### config.mk
export PLATFORM = sky130hd
export DESIGN_NAME = block_normalizer
export DESIGN_NICKNAME = d
export VERILOG_FILES = /design/src/rtl/block_normalizer.sv
export SDC_FILE = /design/constraint.sdc
export NUM_CORES = 1
export LEC_CHECK = 0
export ABC_CLOCK_PERIOD_IN_PS = 3800
export BUFFER_PORTS_ARGS = -buffer_cell sky130_fd_sc_hd__buf_2
export CORE_ASPECT_RATIO = 1.2
export CORE_MARGIN = 10
export CORE_UTILIZATION = 55
export DETAILED_ROUTE_END_ITERATION = 16
export GPL_ROUTABILITY_DRIVEN = 0
export PLACE_DENSITY = 0.8
export SYNTH_ARGS = -nofsm -noshare
export SYNTH_HDL_FRONTEND = slang
export SYNTH_SLANG_ARGS = --single-unit
export TNS_END_PERCENT = 30
### constraint.sdc
create_clock -name clk -period 3.8 [get_ports clk]
set_clock_uncertainty 0.1 [all_clocks]
set_input_delay 0.38 -clock clk [delete_from_list [all_inputs] [get_ports clk]]
set_output_delay 0.38 -clock clk [all_outputs]
set_load 0.01 [all_outputs]
### src/rtl/block_normalizer.sv
// Block-floating-point normaliser.
// Buffers a frame of BLOCK_SIZE signed samples and tracks the smallest count of
// redundant sign bits across the frame. It then replays the frame shifted left
// by that common count, which is reported on `exponent`. Because the shift never
// exceeds the headroom of any sample in the frame, the replay is lossless.
module block_normalizer #(
    parameter int DATA_WIDTH = 16,
    parameter int BLOCK_SIZE = 16,
    parameter int MAX_SHIFT  = 15
) (
    input  logic                          clk,
    input  logic                          rst_n,
    input  logic [DATA_WIDTH-1:0]         din,
    input  logic                          din_valid,
    output logic                          din_ready,
    output logic [DATA_WIDTH-1:0]         dout,
    output logic                          dout_valid,
    input  logic                          dout_ready,
    output logic                          dout_last,
    output logic [$clog2(DATA_WIDTH)-1:0] exponent
);

    localparam int EW = $clog2(DATA_WIDTH);
    localparam int PW = $clog2(BLOCK_SIZE);
    localparam logic [EW-1:0] MAX_SH   = EW'(MAX_SHIFT);
    localparam logic [PW-1:0] LAST_PTR = PW'(BLOCK_SIZE - 1);

    typedef enum logic {
        S_FILL  = 1'b0,
        S_DRAIN = 1'b1
    } state_t;

    // Number of consecutive bits directly below the MSB that equal the MSB.
    function automatic logic [EW-1:0] redundant_sign(input logic signed [DATA_WIDTH-1:0] x);
        logic [EW-1:0] cnt;
        logic          run;
        cnt = '0;
        run = 1'b1;
        for (int i = DATA_WIDTH - 2; i >= 0; i--) begin
            if (run && (x[i] == x[DATA_WIDTH-1])) begin
                cnt = cnt + EW'(1);
            end else begin
                run = 1'b0;
            end
        end
        return cnt;
    endfunction

    function automatic logic [EW-1:0] min_u(input logic [EW-1:0] a, input logic [EW-1:0] b);
        return (a < b) ? a : b;
    endfunction

    state_t                        state_q, state_d;
    logic [PW-1:0]                 wr_ptr_q, wr_ptr_d;
    logic [PW-1:0]                 rd_ptr_q, rd_ptr_d;
    logic [EW-1:0]                 min_q, min_d;
    logic [EW-1:0]                 exponent_q, exponent_d;
    logic                          wr_en;
    logic [EW-1:0]                 rs_in;
    logic signed [DATA_WIDTH-1:0]  din_s;
    logic signed [DATA_WIDTH-1:0]  rd_sample;
    logic signed [DATA_WIDTH-1:0]  mem_q [BLOCK_SIZE];

    assign din_s     = din;
    assign rd_sample = mem_q[rd_ptr_q];

    // Ready is forced low while reset is held, even though the state is FILL.
    assign din_ready  = (state_q == S_FILL) && rst_n;
    assign dout_valid = (state_q == S_DRAIN);
    assign dout_last  = dout_valid && (rd_ptr_q == LAST_PTR);
    assign dout       = dout_valid ? (rd_sample <<< exponent_q) : '0;
    assign exponent   = exponent_q;

    // Next-state logic: accumulate the frame minimum while filling, step the read pointer while draining.
    always_comb begin
        state_d    = state_q;
        wr_ptr_d   = wr_ptr_q;
        rd_ptr_d   = rd_ptr_q;
        min_d      = min_q;
        exponent_d = exponent_q;
        wr_en      = 1'b0;
        rs_in      = redundant_sign(din_s);
        case (state_q)
            S_FILL: begin
                if (din_valid && din_ready) begin
                    wr_en = 1'b1;
                    if (wr_ptr_q == LAST_PTR) begin
                        exponent_d = min_u(min_u(min_q, rs_in), MAX_SH);
                        wr_ptr_d   = '0;
                        min_d      = MAX_SH;
                        state_d    = S_DRAIN;
                    end else begin
                        wr_ptr_d = wr_ptr_q + PW'(1);
                        min_d    = min_u(min_q, rs_in);
                    end
                end
            end
            S_DRAIN: begin
                if (dout_ready) begin
                    if (rd_ptr_q == LAST_PTR) begin
                        rd_ptr_d = '0;
                        state_d  = S_FILL;
                    end else begin
                        rd_ptr_d = rd_ptr_q + PW'(1);
                    end
                end
            end
            default: state_d = S_FILL;
        endcase
    end

    // Control registers; the exponent resets to zero and the running minimum to the shift cap.
    always_ff @(posedge clk or negedge rst_n) begin
        if (!rst_n) begin
            state_q    <= S_FILL;
            wr_ptr_q   <= '0;
            rd_ptr_q   <= '0;
            min_q      <= MAX_SH;
            exponent_q <= '0;
        end else begin
            state_q    <= state_d;
            wr_ptr_q   <= wr_ptr_d;
            rd_ptr_q   <= rd_ptr_d;
            min_q      <= min_d;
            exponent_q <= exponent_d;
        end
    end

    // Frame buffer; contents are don't-care after reset, so it carries no reset.
    always_ff @(posedge clk) begin
        if (wr_en) begin
            mem_q[wr_ptr_q] <= din_s;
        end
    end

endmodule
==> flow_metrics.tcl, run 1 <==
set metrics [dict create \
    run_status "finished with violations" \
    violations "negative setup slack" \
    synth_top_area_share_pct 59.6 \
    ios 43 \
    r2r-start "dout_valid" \
    final_area_um2 15700 \
    clockBufferDepth 3 \
    switchingPower_mw 3.16 \
    wl_mm 32.1 \
    rsz0062_at_grt "true" \
    endpoint_kind "flop" \
    dpl_cell_area_um2 14300 \
    diodes 0 \
    fmax_ghz 0.119 \
    cpMaxStageDelayCell "or3_1" \
    yosys_register_bits 273 \
    setup-violations-final 20 \
    drt.antenna.violating_nets 0 \
    min_delay_path_depth 3 \
    worstSetupStartpoint "din[14]" \
    clock_latency_ns 0.53 \
    core-area_um2 23100 \
    die_height_um 188 \
    layout_setup_ws_ns -4.59 \
    path_clk_slew_ns 0.07 \
    reg2reg_depth 6 \
    synthTopCellsByArea "edfxtp_1, mux4_2, mux2i_1, dfrtp_1, mux2_2" \
    synthArstFlopShare_pct 6.23 \
    pre_cts_slack_ns -5.42 \
    startpoint_type "primary input" \
    syn_avg_cell_area_um2 16.1 \
    hp-start "dout_ready" \
    comb_power_share_pct 37.4 \
    switching_share_pct 31.7 \
    crit_required_ns 4.17 \
    cts_root_buffer "clkbuf_16" \
    fin_setup_tns_ns -36.49 \
    reg2reg_to "mem_q[15][9]" \
    cap_violations 0 \
    start_util_pct 55.8 \
    fin_crit_sh_pct 221 \
    grt_pass1_vias 8070 \
    drc 0 \
    cts_tree "built" \
    ys_warn_count 0 \
    gr-total-overflow 0 \
    final_nets 1016 \
    finalMaxSlewViolations 0 \
    antenna_found_initial 1 \
    finalCriticalPeriod_ns 8.39 \
    slew_headroom_pct 39.1 \
    synth-main-ff-cell "edfxtp_1" \
    wl_per_cell_um 24.5 \
    final_cell_mix "edfxtp_1, buf_4, mux4_2" \
    drt_iter0_drc 871 \
    grtUsageTotal_pct 20.9 \
    numPortBuffers 42 \
    min_path_type "primary input to flop" \
    critical_path_class "primary input to flop" \
    crit_arrival_ns 8.76 \
    reg2reg_slack_ns 1.03 \
    seq_area_frac_synth_pct 62.9 \
    synth-edff-count 256 \
    synth_area_um2 12900 \
    synth_fp_nets 845 \
    first_pass_iters 7 \
    p_clk_share_pct 26.0 \
    power.total_mw 9.99 \
    vias 8059 \
    dieArea_um2 30000 \
    p_int_mw 6.83 \
    grt_max_degree 34 \
    ys_types 67 \
    critPathMostFrequentCell "ha_4" \
    cts_buffers 25 \
    tightest_slew_ns 0.913 \
    htree_levels 1 \
    fill_cells 1443 \
    dp_hpwl_mm 20.7 \
    die_width_um 160 \
    grt_pass1_wl_mm 48.3 \
    mostFrequentLayoutCell "edfxtp_1" \
    area.growth.synth_to_final_pct 21.7 \
    p_per_area_nw_per_um2 636 \
    slowest_delay_ns 0.38 \
    via_per_inst 6.16 \
    synth_area_leader_cell "edfxtp_1" \
    synthCells 804 \
    p_leak_nw 5.62 \
    cts_sinks 273 \
    rows 61 \
    drive_above_1_share_pct 40.7 \
    finalHoldViolations 0 \
    irDropWorstVdd_mv 0.313 \
    seqCellArea_um2 8120 \
    cp_max_fo 7 \
    min_to "rd_ptr_q[3]" \
    multi_input_area_um2 4880 \
    p_seq_share_pct 36.6 \
]
-- worst max-delay path by stage --
stage,end,cells after the start
finish,exponent[1],52
global route,exponent[1],52
CTS,exponent[3],49
detailed placement,exponent[1],49
global placement,exponent[1],49
floorplan,exponent[1],53
-- state kept, by name (all words and copies together), names as in the netlist --
| signal | flops |
|---|---|
| mem_q | 256 |
| rd_ptr_q | 4 |
| wr_ptr_q | 4 |
| exponent | 4 |
| min_q | 4 |
| dout_valid | 1 |
-- critical path: cells and delay by family --
family	cells	cell delay, ns
compound gates	9	1.18
mux	7	1.40
buf+inv	4	0.32
xor+xnor	2	0.36
simple gates	17	1.97
fa+ha+maj	13	3.12
-- power groups by stage --
stage / combinational [mW] / clock, mW / sequential, mW
after floorplan: 2.44 / 0 / 3.54
after global placement: 3.33 / 0 / 3.70
after detailed placement: 3.39 / 0 / 3.71
after CTS: 3.55 / 2.63 / 3.65
after global routing: 3.98 / 2.73 / 3.68
final: 3.74 / 2.60 / 3.66
-- synth_stat cells, types with 12 or more instances --
library cell,n
dfrtp_1,13
o21ai_0,17
mux2_2,28
nand3_1,16
mux2i_1,45
mux4_2,71
and2_1,21
nand2b_1,12
a21oi_1,23
nand2_1,52
inv_1,19
ha_1,21
edfxtp_1,256
buf_2,14
nor2_1,38
clkbuf_1,16
-- per-layer routing --
layer  GRT usage (%)  part of all wire (%)  up-vias
met5               0                 0.040        -
met4            8.20                   3.8        2
met3            2.74                   8.4       81
met2            37.2                    52      441
met1            25.3                    36     4010
li1                -                     -     3525
-- stage by stage --
step / instances / utilization [%] / hold WS (ns)
global route: 1309 / 67.9 / 0.0775
global placement: 1242 / 62.0 / 0.235
detailed placement: 1242 / 62.0 / 0.243
CTS: 1304 / 67.0 / 0.0539
floorplan: 804 / - / -0.0156
finish: 1309 / 67.9 / 0.0647
-- cell type report --
type	count	area share (%)
Multi-Input combinational cell	472	31.1
Tap cell	315	2.51
Sequential cell	273	51.7
Inverter	19	0.470
Clock buffer	28	4.18
Timing Repair Buffer	184	8.77
Clock inverter	18	1.28
-- kinds of logic after synthesis --
logic type | share of synthesized area [%]
AOI/OAI and AO/OA | 5.35
xor gates and xnor gates | 1.48
DFF | 62.9
and+or+nand+nor | 7.67
buffers and inverters | 2.05
adders and majority gates | 2.04
muxes | 18.5
-- what timing repair did --
| item | 4_1_cts | 5_1_grt |
|---|---|---|
| hold buffers | 1 | 0 |
| endpoints found under the hold margin | 13 | 0 |
| endpoints found under the setup margin | 20 | 20 |
| pin swaps | 34 | 33 |
| gates resized for setup | 38 | 36 |
| buffers inserted | 15 | 5 |
No activity file was read; power rests on OpenSTA's default activity.
==> run 2, diff against run 1 <==
Settings changed: ABC_AREA from default to 1.
==> run 2 against run 1 <==
The run still ends with negative setup slack left. Combinational power rose by 10%. Register-to-register slack improved by 0.17 ns. Critical path depth rose by 2. Clock-buffer cell count rose by 4. Utilization rose by 0.70 points. First-iteration DRC count rose by 34%. Synthesized area fell by 2.5%. Critical endpoint unchanged.
==> flow_metrics.tcl, run 2 <==
set metrics [dict create \
    die_height_um 186 \
    stdcell_count 1613 \
    run_status "finished with violations" \
    drc 0 \
    switching_share_pct 39.6 \
    grt_pass1_wl_mm 53.0 \
    cts_tree "built" \
    crit_arrival_ns 7.33 \
    yosys_register_bits 273 \
    htree_levels 1 \
    die_width_um 158 \
    fmax_ghz 0.144 \
    core-area_um2 22400 \
    critical_path_class "primary input to flop" \
    mostFrequentLayoutCell "edfxtp_1" \
    synth_fp_nets 1199 \
    antenna_found_initial 0 \
    dp_cells 1517 \
    crit_required_ns 4.17 \
    comb_power_share_pct 40.5 \
    synthArstFlopShare_pct 6.23 \
    p_clk_share_pct 23.1 \
    violations "negative setup slack" \
    p_seq_share_pct 36.4 \
    dieArea_um2 29400 \
    post-route-util_pct 68.6 \
    synth-edff-count 256 \
    layout_setup_ws_ns -3.16 \
    cts_sinks 273 \
    critPathTopFamily "adder cells" \
    cts_root_buffer "clkbuf_16" \
    path_clk_slew_ns 0.06 \
    dpl_cell_area_um2 13800 \
    first_pass_iters 5 \
    synth_commonest_cells "edfxtp_1, nor2_1, o21ai_0" \
    rsz0062_at_grt "true" \
    cpMaxStageDelayCell "ha_2" \
    p_int_mw 6.16 \
    drt.antenna.violating_nets 0 \
    grt_max_degree 73 \
    endpoint_kind "flop" \
    area.growth.synth_to_final_pct 22.4 \
    cap_violations 0 \
    critPathMostFrequentCell "ha_4" \
    cp_max_fo 8 \
    synth-main-ff-cell "edfxtp_1" \
    setup-violations-final 8 \
    dp_hpwl_mm 20.8 \
    synth_top_area_share_pct 61.1 \
    clock_latency_ns 0.53 \
    switchingPower_mw 4.04 \
    startpoint_type "primary input" \
    ys_warn_count 0 \
    grtUsageTotal_pct 23.4 \
    yosysMostFrequentCell "edfxtp_1" \
    pre_cts_slack_ns -3.96 \
    cts_buffers 24 \
    min_path_type "primary input to flop" \
    wl_per_cell_um 21.7 \
    ios 43 \
    rows 60 \
    path_buf_inv 6 \
    final_area_um2 15400 \
    final_nets 1357 \
    slew_headroom_pct 42.2 \
    synth_area_leader_cell "edfxtp_1" \
    gr-total-overflow 0 \
    ys_types 41 \
    seq_area_frac_synth_pct 64.5 \
    syn_avg_cell_area_um2 10.9 \
    slowest_delay_ns 0.32 \
    finalCriticalPeriod_ns 6.96 \
    via_per_inst 6.16 \
    synthCells 1158 \
    p_per_area_nw_per_um2 662 \
    numPortBuffers 42 \
    largest_reg_flops 256 \
    top_register "mem_q" \
    timing.hold.ws_ns 0.0692 \
    wl_mm 35.0 \
    final_cell_mix "edfxtp_1, nor2_1, o21ai_0" \
    grt_pass1_vias 9700 \
    clockBufferDepth 3 \
    synthTopCellsByArea "edfxtp_1, o21ai_0, nor2_1, nand2_1, o221ai_1" \
    drt_iter0_drc 1169 \
    fin_crit_sh_pct 183 \
    finalHoldViolations 0 \
    drive_above_1_share_pct 27.2 \
    irDropWorstVdd_mv 0.342 \
    start_util_pct 56.1 \
    p_leak_nw 5.78 \
    vias 9931 \
    tightest_slew_ns 0.861 \
    synth_area_um2 12600 \
    finalMaxSlewViolations 0 \
]
-- run 2: layout make-up --
cell class              instances  area [µm²]
diodes                          1        2.50
clock inverters                11        91.3
well taps                     279         349
fillers                      1451        7050
clock buffers                  32         661
multi-input cells             754        4440
flip-flops and latches        273        8120
repair buffers                194        1460
inverters                      69         278
-- run 2: per-layer routing --
layer | vias up | global-route usage, % | part of all wire (%)
met3 | 116 | 3.21 | 9.0
met4 | 0 | 12.6 | 4.5
met5 | - | 0 | 0
met2 | 561 | 40.6 | 51
met1 | 4782 | 27.5 | 35
li1 | 4472 | - | -
-- run 2: cells by family (layout without fill, tap and decap cells) --
kind of cell               after synthesis  in the layout  share of synthesized area, %
and+or+nand+nor                        442            442                          15.0
DFF                                    273            273                          64.5
AOI/OAI and AO/OA                      280            280                          13.5
buffers and inverters                  131            306                          4.00
adders and majority gates               21             21                          2.09
other                                    0              1                             0
xor gates and xnor gates                11             11                         0.885
-- run 2: worst paths after layout --
kind / cells after the start / slack [ns] / end / from
min in group asynchronous: 2 / 0.25 / exponent[2] / rst_n
worst min register to register: 2 / 0.43 / min_q[3] / min_q[3]
worst min-delay path: 1 / 0.07 / mem_q[10][5] / din[5]
max in group asynchronous: 2 / 3.00 / rd_ptr_q[0] / rst_n
worst max register to register: 6 / 1.20 / mem_q[10][13] / dout_valid
worst max-delay path: 54 / -3.16 / exponent[1] / din[15]
-- run 2: through the flow --
stage          TNS, ns  total power [mW]
2_1_floorplan   -26.19              6.19
3_3_place_gp    -28.77              7.35
3_5_place_dp    -30.54              7.49
4_1_cts         -24.67              9.94
5_1_grt         -26.88              10.7
6_report        -24.17              10.2
-- run 2: power by group through the flow --
stage	Clock (mW)	Sequential, mW	Combinational, mW
2_1_floorplan	0	3.67	2.52
3_3_place_gp	0	3.75	3.60
3_5_place_dp	0	3.76	3.73
4_1_cts	2.36	3.70	3.88
5_1_grt	2.46	3.73	4.49
6_report	2.35	3.71	4.13
-- run 2: repair_timing --
item / CTS / global route
setup buffers: 49 / 4
resized for setup: 35 / 85
endpoints found under the setup margin: 8 / 21
hold endpoints to repair: 16 / 0
hold buffers: 1 / 0
pin swaps: 38 / 49
